<file path="src/rtl/nco_mash_dsm_pkg.sv">
// nco_mash_dsm_pkg: shared widths, saturation helper and sine-table generator
// for the NCO -> MASH 1-1 -> second-order delta-sigma signal chain.
package nco_mash_dsm_pkg;

   localparam int unsigned WIDTH          = 16;
   localparam int unsigned DAC_BW         = 7;
   localparam int unsigned LUT_DEPTH      = 256;
   localparam int unsigned LUT_IDX_W      = $clog2(LUT_DEPTH);
   localparam int unsigned ACC_FRAC_WIDTH = 24;
   localparam int unsigned ACC_WIDTH      = LUT_IDX_W + ACC_FRAC_WIDTH;
   localparam int unsigned MASH_FRAC_W    = WIDTH - DAC_BW;
   localparam int unsigned DSM_INT_W      = 12;

   localparam int LUT_AMPL = 32767;
   localparam int MASH_MAX = (1 <<< (DAC_BW - 1)) - 1;
   localparam int MASH_MIN = -(1 <<< (DAC_BW - 1));
   localparam int DSM_FB   = 1 <<< (DAC_BW - 1);
   localparam int DSM_MAX  = (1 <<< (DSM_INT_W - 1)) - 1;
   localparam int DSM_MIN  = -(1 <<< (DSM_INT_W - 1));

   // pi in Q30 fixed point, used by the elaboration-time sine generator
   localparam longint PI_Q30 = 64'sd3373259426;

   function automatic int sat_int(input int v, input int lo, input int hi);
      if (v < lo) return lo;
      if (v > hi) return hi;
      return v;
   endfunction

   // round(LUT_AMPL * sin(2*pi*k/LUT_DEPTH)); evaluated only with constant k.
   // First-quadrant Taylor series in Q30, folded by half-wave symmetry.
   function automatic logic signed [WIDTH-1:0] lut_entry(input int unsigned k);
      int unsigned r;
      longint      x;
      longint      term;
      longint      s;
      longint      scaled;
      r = k % (LUT_DEPTH / 2);
      if (r > LUT_DEPTH / 4) r = LUT_DEPTH / 2 - r;
      x    = (longint'(r) * PI_Q30) / longint'(LUT_DEPTH / 2);
      term = x;
      s    = x;
      for (int unsigned n = 1; n <= 7; n++) begin
         term = (term * x) >>> 30;
         term = (term * x) >>> 30;
         term = -term / longint'((2 * n) * (2 * n + 1));
         s    = s + term;
      end
      scaled = (longint'(LUT_AMPL) * s + (longint'(1) <<< 29)) >>> 30;
      if (k >= LUT_DEPTH / 2) scaled = -scaled;
      return WIDTH'(scaled);
   endfunction

endpackage

</file>
<file path="src/rtl/nco_mash_dsm_chain_if.sv">
// nco_mash_dsm_chain_if: control inputs and the three tapped AXI-Stream-style
// stage outputs of the NCO/MASH/DSM chain.
interface nco_mash_dsm_chain_if;
   import nco_mash_dsm_pkg::*;

   logic        [ACC_WIDTH-1:0] phase_shift;
   logic        [ACC_WIDTH-1:0] s_axis_data_tdata;
   logic                        s_axis_data_tvalid;
   logic                        s_axis_data_tready;
   logic signed [WIDTH-1:0]     m_axis_nco_tdata;
   logic                        m_axis_nco_tvalid;
   logic signed [DAC_BW-1:0]    m_axis_mash_tdata;
   logic                        m_axis_mash_tvalid;
   logic                        m_axis_dsm_tdata;
   logic                        m_axis_dsm_tvalid;

   modport master (
      output phase_shift, s_axis_data_tdata, s_axis_data_tvalid,
      input  s_axis_data_tready,
      input  m_axis_nco_tdata, m_axis_nco_tvalid,
      input  m_axis_mash_tdata, m_axis_mash_tvalid,
      input  m_axis_dsm_tdata, m_axis_dsm_tvalid
   );

   modport slave (
      input  phase_shift, s_axis_data_tdata, s_axis_data_tvalid,
      output s_axis_data_tready,
      output m_axis_nco_tdata, m_axis_nco_tvalid,
      output m_axis_mash_tdata, m_axis_mash_tvalid,
      output m_axis_dsm_tdata, m_axis_dsm_tvalid
   );

endinterface

</file>
<file path="src/rtl/nco_mash_dsm_chain_efm_stage.sv">
// efm_stage: first-order error-feedback modulator (wrapping accumulator with
// carry out). Two instances in series form the MASH 1-1 requantiser.
module efm_stage
   import nco_mash_dsm_pkg::*;
(
   input  logic                   aclk,
   input  logic                   arst,
   input  logic                   en,
   input  logic [MASH_FRAC_W-1:0] din,
   output logic [MASH_FRAC_W-1:0] acc_next,
   output logic                   carry
);

   logic [MASH_FRAC_W-1:0] acc;

   // wrapped sum and carry of the accumulator plus the incoming fraction
   always_comb begin
      {carry, acc_next} = {1'b0, acc} + {1'b0, din};
   end

   // accumulator register, advances only on valid samples
   always_ff @(posedge aclk) begin
      if (arst)    acc <= '0;
      else if (en) acc <= acc_next;
   end

endmodule

</file>
<file path="src/rtl/nco_mash_dsm_chain.sv">
// nco_mash_dsm_chain: 32-bit phase-accumulating sine NCO -> MASH 1-1 (16->7 bit)
// -> second-order 1-bit delta-sigma modulator, one register per stage.
// Define NCO_MASH_DSM_DSM_EN to build the DSM stage; otherwise its outputs are 0.
module nco_mash_dsm_chain
   import nco_mash_dsm_pkg::*;
(
   input  logic                       aclk,
   input  logic                       arst,
   nco_mash_dsm_chain_if.slave        bus
);

   // ---------------------------------------------------------------- NCO
   logic signed [WIDTH-1:0]     sine_lut [LUT_DEPTH];
   logic        [ACC_WIDTH-1:0] acc;
   logic        [LUT_IDX_W-1:0] lut_idx;
   logic signed [WIDTH-1:0]     nco_tdata;
   logic                        nco_tvalid;

   for (genvar g = 0; g < LUT_DEPTH; g++) begin : g_lut
      localparam logic signed [WIDTH-1:0] ENTRY = lut_entry(g);
      assign sine_lut[g] = ENTRY;
   end

   // table index from the offset phase (pre-update accumulator)
   always_comb begin
      lut_idx = LUT_IDX_W'((acc + bus.phase_shift) >> ACC_FRAC_WIDTH);
   end

   // phase accumulator and sample register, advancing on step valid
   always_ff @(posedge aclk) begin
      if (arst) begin
         acc        <= '0;
         nco_tdata  <= '0;
         nco_tvalid <= 1'b0;
      end else begin
         nco_tvalid <= bus.s_axis_data_tvalid;
         if (bus.s_axis_data_tvalid) begin
            acc       <= acc + bus.s_axis_data_tdata;
            nco_tdata <= sine_lut[lut_idx];
         end
      end
   end

   // --------------------------------------------------------------- MASH
   logic signed [WIDTH-1:0]       mash_x;
   logic signed [DAC_BW-1:0]      mash_m;
   logic        [MASH_FRAC_W-1:0] mash_f;
   logic        [MASH_FRAC_W-1:0] a1_next;
   logic        [MASH_FRAC_W-1:0] a2_next;
   logic                          c1;
   logic                          c2;
   logic                          c2_d;
   logic signed [DAC_BW-1:0]      mash_y;
   logic signed [DAC_BW-1:0]      mash_tdata;
   logic                          mash_tvalid;
   logic                          unused_a2;

   // halve the sample for headroom, split into coarse integer and fraction
   always_comb begin
      mash_x = nco_tdata >>> 1;
      mash_m = mash_x[WIDTH-1 -: DAC_BW];
      mash_f = mash_x[MASH_FRAC_W-1:0];
   end

   efm_stage u_efm1 (
      .aclk     (aclk),
      .arst     (arst),
      .en       (nco_tvalid),
      .din      (mash_f),
      .acc_next (a1_next),
      .carry    (c1)
   );

   efm_stage u_efm2 (
      .aclk     (aclk),
      .arst     (arst),
      .en       (nco_tvalid),
      .din      (a1_next),
      .acc_next (a2_next),
      .carry    (c2)
   );

   // second stage only contributes its carry; its sum stays internal
   always_comb begin
      unused_a2 = ^a2_next;
   end

   // MASH 1-1 recombination y = m + c1 + c2 - c2_d, clipped to the DAC range
   always_comb begin
      mash_y = DAC_BW'(sat_int(int'(mash_m) + int'(c1) + int'(c2) - int'(c2_d),
                               MASH_MIN, MASH_MAX));
   end

   // MASH output register and second-stage carry delay
   always_ff @(posedge aclk) begin
      if (arst) begin
         c2_d        <= 1'b0;
         mash_tdata  <= '0;
         mash_tvalid <= 1'b0;
      end else begin
         mash_tvalid <= nco_tvalid;
         if (nco_tvalid) begin
            c2_d       <= c2;
            mash_tdata <= mash_y;
         end
      end
   end

   // ---------------------------------------------------------------- DSM
   logic dsm_tdata;
   logic dsm_tvalid;

`ifdef NCO_MASH_DSM_DSM_EN
   logic signed [DSM_INT_W-1:0] i1;
   logic signed [DSM_INT_W-1:0] i2;
   logic signed [DSM_INT_W-1:0] i1_next;
   logic signed [DSM_INT_W-1:0] i2_next;
   int                          dsm_fb;

   // two saturating integrators with +/-full-scale feedback from the last bit
   always_comb begin
      dsm_fb  = dsm_tdata ? DSM_FB : -DSM_FB;
      i1_next = DSM_INT_W'(sat_int(int'(i1) + int'(mash_tdata) - dsm_fb,
                                   DSM_MIN, DSM_MAX));
      i2_next = DSM_INT_W'(sat_int(int'(i2) + int'(i1_next) - dsm_fb,
                                   DSM_MIN, DSM_MAX));
   end

   // integrator state and output bit, advancing on MASH valid
   always_ff @(posedge aclk) begin
      if (arst) begin
         i1         <= '0;
         i2         <= '0;
         dsm_tdata  <= 1'b0;
         dsm_tvalid <= 1'b0;
      end else begin
         dsm_tvalid <= mash_tvalid;
         if (mash_tvalid) begin
            i1        <= i1_next;
            i2        <= i2_next;
            dsm_tdata <= ~i2_next[DSM_INT_W-1];
         end
      end
   end
`else
   // DSM stage not built: outputs tied low
   always_comb begin
      dsm_tdata  = 1'b0;
      dsm_tvalid = 1'b0;
   end
`endif

   // -------------------------------------------------------------- ports
   // drive the stream interface from the stage registers
   always_comb begin
      bus.s_axis_data_tready = ~arst;
      bus.m_axis_nco_tdata   = nco_tdata;
      bus.m_axis_nco_tvalid  = nco_tvalid;
      bus.m_axis_mash_tdata  = mash_tdata;
      bus.m_axis_mash_tvalid = mash_tvalid;
      bus.m_axis_dsm_tdata   = dsm_tdata;
      bus.m_axis_dsm_tvalid  = dsm_tvalid;
   end

endmodule

</file>
<file path="src/flat_wrapper.sv">
// flat-port wrapper written by rule: the top's interface ports become plain ports
module nco_mash_dsm_chain_flat import nco_mash_dsm_pkg::*;
  (aclk, arst, bus_phase_shift, bus_s_axis_data_tdata, bus_s_axis_data_tvalid, bus_s_axis_data_tready, bus_m_axis_nco_tdata, bus_m_axis_nco_tvalid, bus_m_axis_mash_tdata, bus_m_axis_mash_tvalid, bus_m_axis_dsm_tdata, bus_m_axis_dsm_tvalid);
  nco_mash_dsm_chain_if bus_i ();
  input  logic aclk;
  input  logic arst;
  input wire logic [$bits(bus_i.phase_shift)-1:0] bus_phase_shift;
  input wire logic [$bits(bus_i.s_axis_data_tdata)-1:0] bus_s_axis_data_tdata;
  input wire logic [$bits(bus_i.s_axis_data_tvalid)-1:0] bus_s_axis_data_tvalid;
  output wire logic [$bits(bus_i.s_axis_data_tready)-1:0] bus_s_axis_data_tready;
  output wire logic [$bits(bus_i.m_axis_nco_tdata)-1:0] bus_m_axis_nco_tdata;
  output wire logic [$bits(bus_i.m_axis_nco_tvalid)-1:0] bus_m_axis_nco_tvalid;
  output wire logic [$bits(bus_i.m_axis_mash_tdata)-1:0] bus_m_axis_mash_tdata;
  output wire logic [$bits(bus_i.m_axis_mash_tvalid)-1:0] bus_m_axis_mash_tvalid;
  output wire logic [$bits(bus_i.m_axis_dsm_tdata)-1:0] bus_m_axis_dsm_tdata;
  output wire logic [$bits(bus_i.m_axis_dsm_tvalid)-1:0] bus_m_axis_dsm_tvalid;
  assign bus_i.phase_shift = bus_phase_shift;
  assign bus_i.s_axis_data_tdata = bus_s_axis_data_tdata;
  assign bus_i.s_axis_data_tvalid = bus_s_axis_data_tvalid;
  assign bus_s_axis_data_tready = bus_i.s_axis_data_tready;
  assign bus_m_axis_nco_tdata = bus_i.m_axis_nco_tdata;
  assign bus_m_axis_nco_tvalid = bus_i.m_axis_nco_tvalid;
  assign bus_m_axis_mash_tdata = bus_i.m_axis_mash_tdata;
  assign bus_m_axis_mash_tvalid = bus_i.m_axis_mash_tvalid;
  assign bus_m_axis_dsm_tdata = bus_i.m_axis_dsm_tdata;
  assign bus_m_axis_dsm_tvalid = bus_i.m_axis_dsm_tvalid;
  nco_mash_dsm_chain u_core (.aclk(aclk), .arst(arst), .bus(bus_i));
endmodule
</file>
<file path="config.mk">
export PLATFORM = sky130hd
export DESIGN_NAME = nco_mash_dsm_chain_flat
export DESIGN_NICKNAME = d
export VERILOG_FILES = /design/src/rtl/nco_mash_dsm_pkg.sv /design/src/rtl/nco_mash_dsm_chain_if.sv /design/src/rtl/nco_mash_dsm_chain_efm_stage.sv /design/src/rtl/nco_mash_dsm_chain.sv /design/src/flat_wrapper.sv
export SDC_FILE = /design/constraint.sdc
export NUM_CORES = 1
export LEC_CHECK = 0
export CORE_MARGIN = 10
export CORE_UTILIZATION = 45
export DETAILED_ROUTE_END_ITERATION = 8
export DONT_BUFFER_PORTS = 1
export MAX_ROUTING_LAYER = met4
export PLACE_DENSITY_LB_ADDON = 0.1
export SLEW_MARGIN = 20
export SYNTH_ARGS = -nofsm -noshare
export SYNTH_HDL_FRONTEND = slang
export SYNTH_SLANG_ARGS = --single-unit
export TNS_END_PERCENT = 50
</file>
<file path="constraint.sdc">
create_clock -name aclk -period 7.1 [get_ports aclk]
set_input_delay 1.065 -clock aclk [delete_from_list [all_inputs] [get_ports aclk]]
set_output_delay 1.065 -clock aclk [all_outputs]
set_load 0.1 [all_outputs]
</file>
==> impl_metrics.json <==
{
  "holdWs_ns": 0.4926,
  "route.antenna.remaining_nets": 0,
  "ys_seq_elements": 76,
  "start_util": 0.4575,
  "dieHeight_um": 174.5,
  "antenna_cells": 0,
  "postCtsSetupBuffers": 0,
  "worst-path-stages": 29,
  "ios": 95,
  "dpl_cell_area_sq_um": 11200,
  "fin_ws_ns": 1.112,
  "cts_hold_buffers": 0,
  "tightestPinTransition_ns": 1.139,
  "max-cap-violations": 0,
  "die_w_um": 174.5,
  "syn_avg_cell_area_sq_um": 7.121,
  "p_seq_frac": 0.137,
  "power_frac_clock": 0.086,
  "r2r_start": "u_core.bus.m_axis_nco_tdata[1]$_SDFFE_PP0P_",
  "fillCellCount": 2397,
  "hold_violations": 0,
  "nets": 1645,
  "p_switching_mw": 3.628,
  "combPwrFrac": 0.777,
  "portBuffers": 0,
  "peakVddDrop_v": 0.0002763,
  "place.gp.congestion": 1.153,
  "synth-edff-count": 0,
  "end_kind": "flip-flop",
  "maxSlewHeadroom": 0.2395,
  "drive_gt1_frac": 0.08027,
  "grt.total_usage": 0.3247,
  "die-area_sq_um": 30440,
  "fmax_mhz": 167.0,
  "num_vias": 13051,
  "setup_viol": 0,
  "p_leak_nw": 4.842,
  "avgRoutedWirePerCell_um": 28.42,
  "min_from": "u_core.c2_d$_SDFFE_PP0P_",
  "intPower_mw": 2.156,
  "synthFlopType": "dfxtp_1",
  "critPathRequiredTime_ns": 7.35,
  "setup_tns_ns": 0,
  "rsz0062_at_grt": "false",
  "antenna_found_initial": 0,
  "violations": "design-rule violations",
  "path_buf_inv": 3,
  "syn2layout_area_growth_pct": 7.072,
  "crit_fanout": 6,
  "cts.sinks": 76,
  "hold_depth": 2,
  "fp.coreArea_sq_um": 23470,
  "path_clk_slew_ns": 0.08,
  "worstSetupPathType": "reg -> reg",
  "yosysWarnings": 0,
  "cts_resized": 0,
  "status": "finished, violations left",
  "drt-total-wl_um": 50850,
  "crit_slowest_cell": "fa_1",
  "r2r_cells": 29,
  "cts_tree": "built",
  "slew_viol_final": 0,
  "gr-total-overflow": 0,
  "fp-row-count": 56,
  "final_area_sq_um": 11500,
  "drcViolationCount": 4,
  "drtPass1Iterations": 9,
  "hp-class": "reg -> reg",
  "skew_ns": 0.02300,
  "total_power_mw": 5.784,
  "yosysSeqAreaShare": 0.1417,
  "post-route-period-util": 0.8434,
  "r2r_end": "u_core.bus.m_axis_mash_tdata[0]$_SDFFE_PP0P_",
  "whs_endpoint": "u_core.c2_d$_SDFFE_PP0P_",
  "clockBufferDepth": 2,
  "setup.reg_to_reg.worst_slack_ns": 1.11,
  "root_buffer": "clkbuf_16",
  "crit_family": "compound AO/OA/AOI/OAI gates",
  "start_kind": "flip-flop",
  "cts_buffers": 9,
  "p_sw_frac": 0.6273,
  "h-tree-depth": 3,
  "clock_latency_ns": 0.37,
  "crit_top_cell": "a21oi_1",
  "cpPeakStageDelay_ns": 0.46,
  "grt_pass1_vias": 12038,
  "dp_slack_ns": 1.054,
  "synthCells": 1508,
  "grt_max_degree": 58,
  "yosysUniqueCellTypes": 85,
  "drtIter0Drc": 2277,
  "hpwlAfterDp_um": 36290,
  "grt_pass1_wl_um": 75640,
  "post_drt_via_cell_ratio": 7.295,
  "cp.arrival_ns": 6.24,
  "syn-cell-area_sq_um": 10740,
  "power.density_nw_per_um2": 503.0,
  "synthArstFlopShare": 0,
  "layout_min_cycle_time_ns": 5.988
}
how the worst max path moves through the flow:
stage                                                 from                                            to
2_1_floorplan  u_core.bus.m_axis_nco_tdata[1]$_SDFFE_PP0P_  u_core.bus.m_axis_mash_tdata[0]$_SDFFE_PP0P_
3_3_place_gp                            bus_phase_shift[7]   u_core.bus.m_axis_nco_tdata[3]$_SDFFE_PP0P_
3_5_place_dp   u_core.bus.m_axis_nco_tdata[1]$_SDFFE_PP0P_  u_core.bus.m_axis_mash_tdata[0]$_SDFFE_PP0P_
4_1_cts        u_core.bus.m_axis_nco_tdata[1]$_SDFFE_PP0P_  u_core.bus.m_axis_mash_tdata[0]$_SDFFE_PP0P_
5_1_grt        u_core.bus.m_axis_nco_tdata[1]$_SDFFE_PP0P_  u_core.bus.m_axis_mash_tdata[5]$_SDFFE_PP0P_
6_report       u_core.bus.m_axis_nco_tdata[1]$_SDFFE_PP0P_  u_core.bus.m_axis_mash_tdata[0]$_SDFFE_PP0P_
worst register-to-register path: cells and delay by family, from the launching register on:
kind	cells	cell delay, ns
compound gates	14	2.59
fa+ha+maj	7	2.19
simple gates	4	0.39
flops	1	0.32
xor+xnor	1	0.22
buf+inv	3	0.19
state kept, by name, indices dropped and copies added (netlist names):
register and cells:
u_core.bus.m_axis_nco_tdata 16, u_core.u_efm1.acc 9, u_core.bus.m_axis_nco_tvalid 1, u_core.c2_d 1, u_core.bus.m_axis_mash_tdata 7, u_core.u_efm2.acc 9
u_core.acc 32, u_core.bus.m_axis_mash_tvalid 1
cells in the mapped netlist, types with 11 or more instances:
| cell | count | area share |
|---|---|---|
| a2111oi_0 | 11 | 0.0090 |
| a211oi_1 | 29 | 0.020 |
| a21o_1 | 36 | 0.025 |
| a21oi_1 | 146 | 0.068 |
| a221oi_1 | 24 | 0.020 |
| a31oi_1 | 16 | 0.0093 |
| a32oi_1 | 12 | 0.0098 |
| and3_1 | 11 | 0.0064 |
| buf_1 | 14 | 0.0049 |
| buf_2 | 20 | 0.0093 |
| clkbuf_1 | 80 | 0.028 |
| dfxtp_1 | 76 | 0.14 |
| ha_1 | 108 | 0.13 |
| inv_1 | 50 | 0.017 |
| mux2i_1 | 48 | 0.045 |
| nand2_1 | 113 | 0.039 |
| nand3_1 | 39 | 0.018 |
| nor2_1 | 148 | 0.052 |
| nor3_1 | 49 | 0.023 |
| o211ai_1 | 25 | 0.017 |
| o21ai_0 | 128 | 0.060 |
| o21bai_1 | 13 | 0.0091 |
| o221ai_1 | 11 | 0.0090 |
| o22ai_1 | 11 | 0.0064 |
| or3_1 | 14 | 0.0082 |
| xnor2_1 | 34 | 0.028 |
| xor2_1 | 18 | 0.015 |
area by class of cell:
class / instances / area (sq um) / share of cell area
Inverter: 53 / 198.9 / 0.01730
Tap cell: 319 / 399.1 / 0.03471
Sequential cell: 76 / 1524 / 0.1325
Timing Repair Buffer: 65 / 513.0 / 0.04461
Multi-Input combinational cell: 1260 / 8573 / 0.7456
Clock buffer: 9 / 225.2 / 0.01959
Clock inverter: 7 / 65.06 / 0.005658
metrics by stage:
step,cells,utilization
5_1_grt,1789,0.4899
3_5_place_dp,1773,0.4770
4_1_cts,1789,0.4893
6_report,1789,0.4899
3_3_place_gp,1773,0.4770
2_1_floorplan,1509,-
metal layers:
metal	track usage	wire (um)
met4	0.1746	3390
met2	0.4435	19930
met5	-	0
met3	0.1125	7385
met1	0.4095	20140
kinds of logic (layout without fill, tap and decap cells):
| logic type | count (synthesis) | after routing | synth area share |
|---|---|---|---|
| DFF | 76 | 76 | 0.1417 |
| and+or+nand+nor | 449 | 449 | 0.1960 |
| buffers and inverters | 173 | 134 | 0.06490 |
| muxes | 50 | 50 | 0.04684 |
| adders and majority gates | 113 | 113 | 0.1352 |
| xor gates and xnor gates | 52 | 52 | 0.04241 |
| other | 1 | 2 | 0.0003492 |
| AOI/OAI and AO/OA | 594 | 594 | 0.3727 |
cells in the final DEF, fill, tap and decap left out, types with 10 or more instances in the layout:
cell       instances
a31oi_1           16
nor2b_1           10
a21o_1            36
o21ai_0          128
a2111oi_0         11
or3_1             14
o221ai_1          11
xnor2_1           34
inv_1             50
o22ai_1           11
nor2_1           144
o31ai_1           10
a211oi_1          29
o21bai_1          13
a211o_1           10
dfxtp_1           74
xor2_1            18
o311ai_0          10
nor3_1            46
a32oi_1           12
nand3_1           39
o211ai_1          25
buf_4             63
a311oi_1          10
a21oi_1          146
nand4_1           10
ha_1             108
and3_1            11
a221oi_1          24
mux2i_1           48
nand2_1          111
power by group through the flow:
| stage | Clock, mW | Combinational, mW | Sequential, mW |
|---|---|---|---|
| floorplan | 0 | 2.65 | 0.958 |
| global placement | 0 | 4.28 | 0.798 |
| detailed placement | 0 | 4.18 | 0.800 |
| CTS | 0.500 | 4.20 | 0.792 |
| global route | 0.525 | 4.64 | 0.807 |
| finish | 0.500 | 4.49 | 0.792 |
Power figures use the tool's default switching activity.
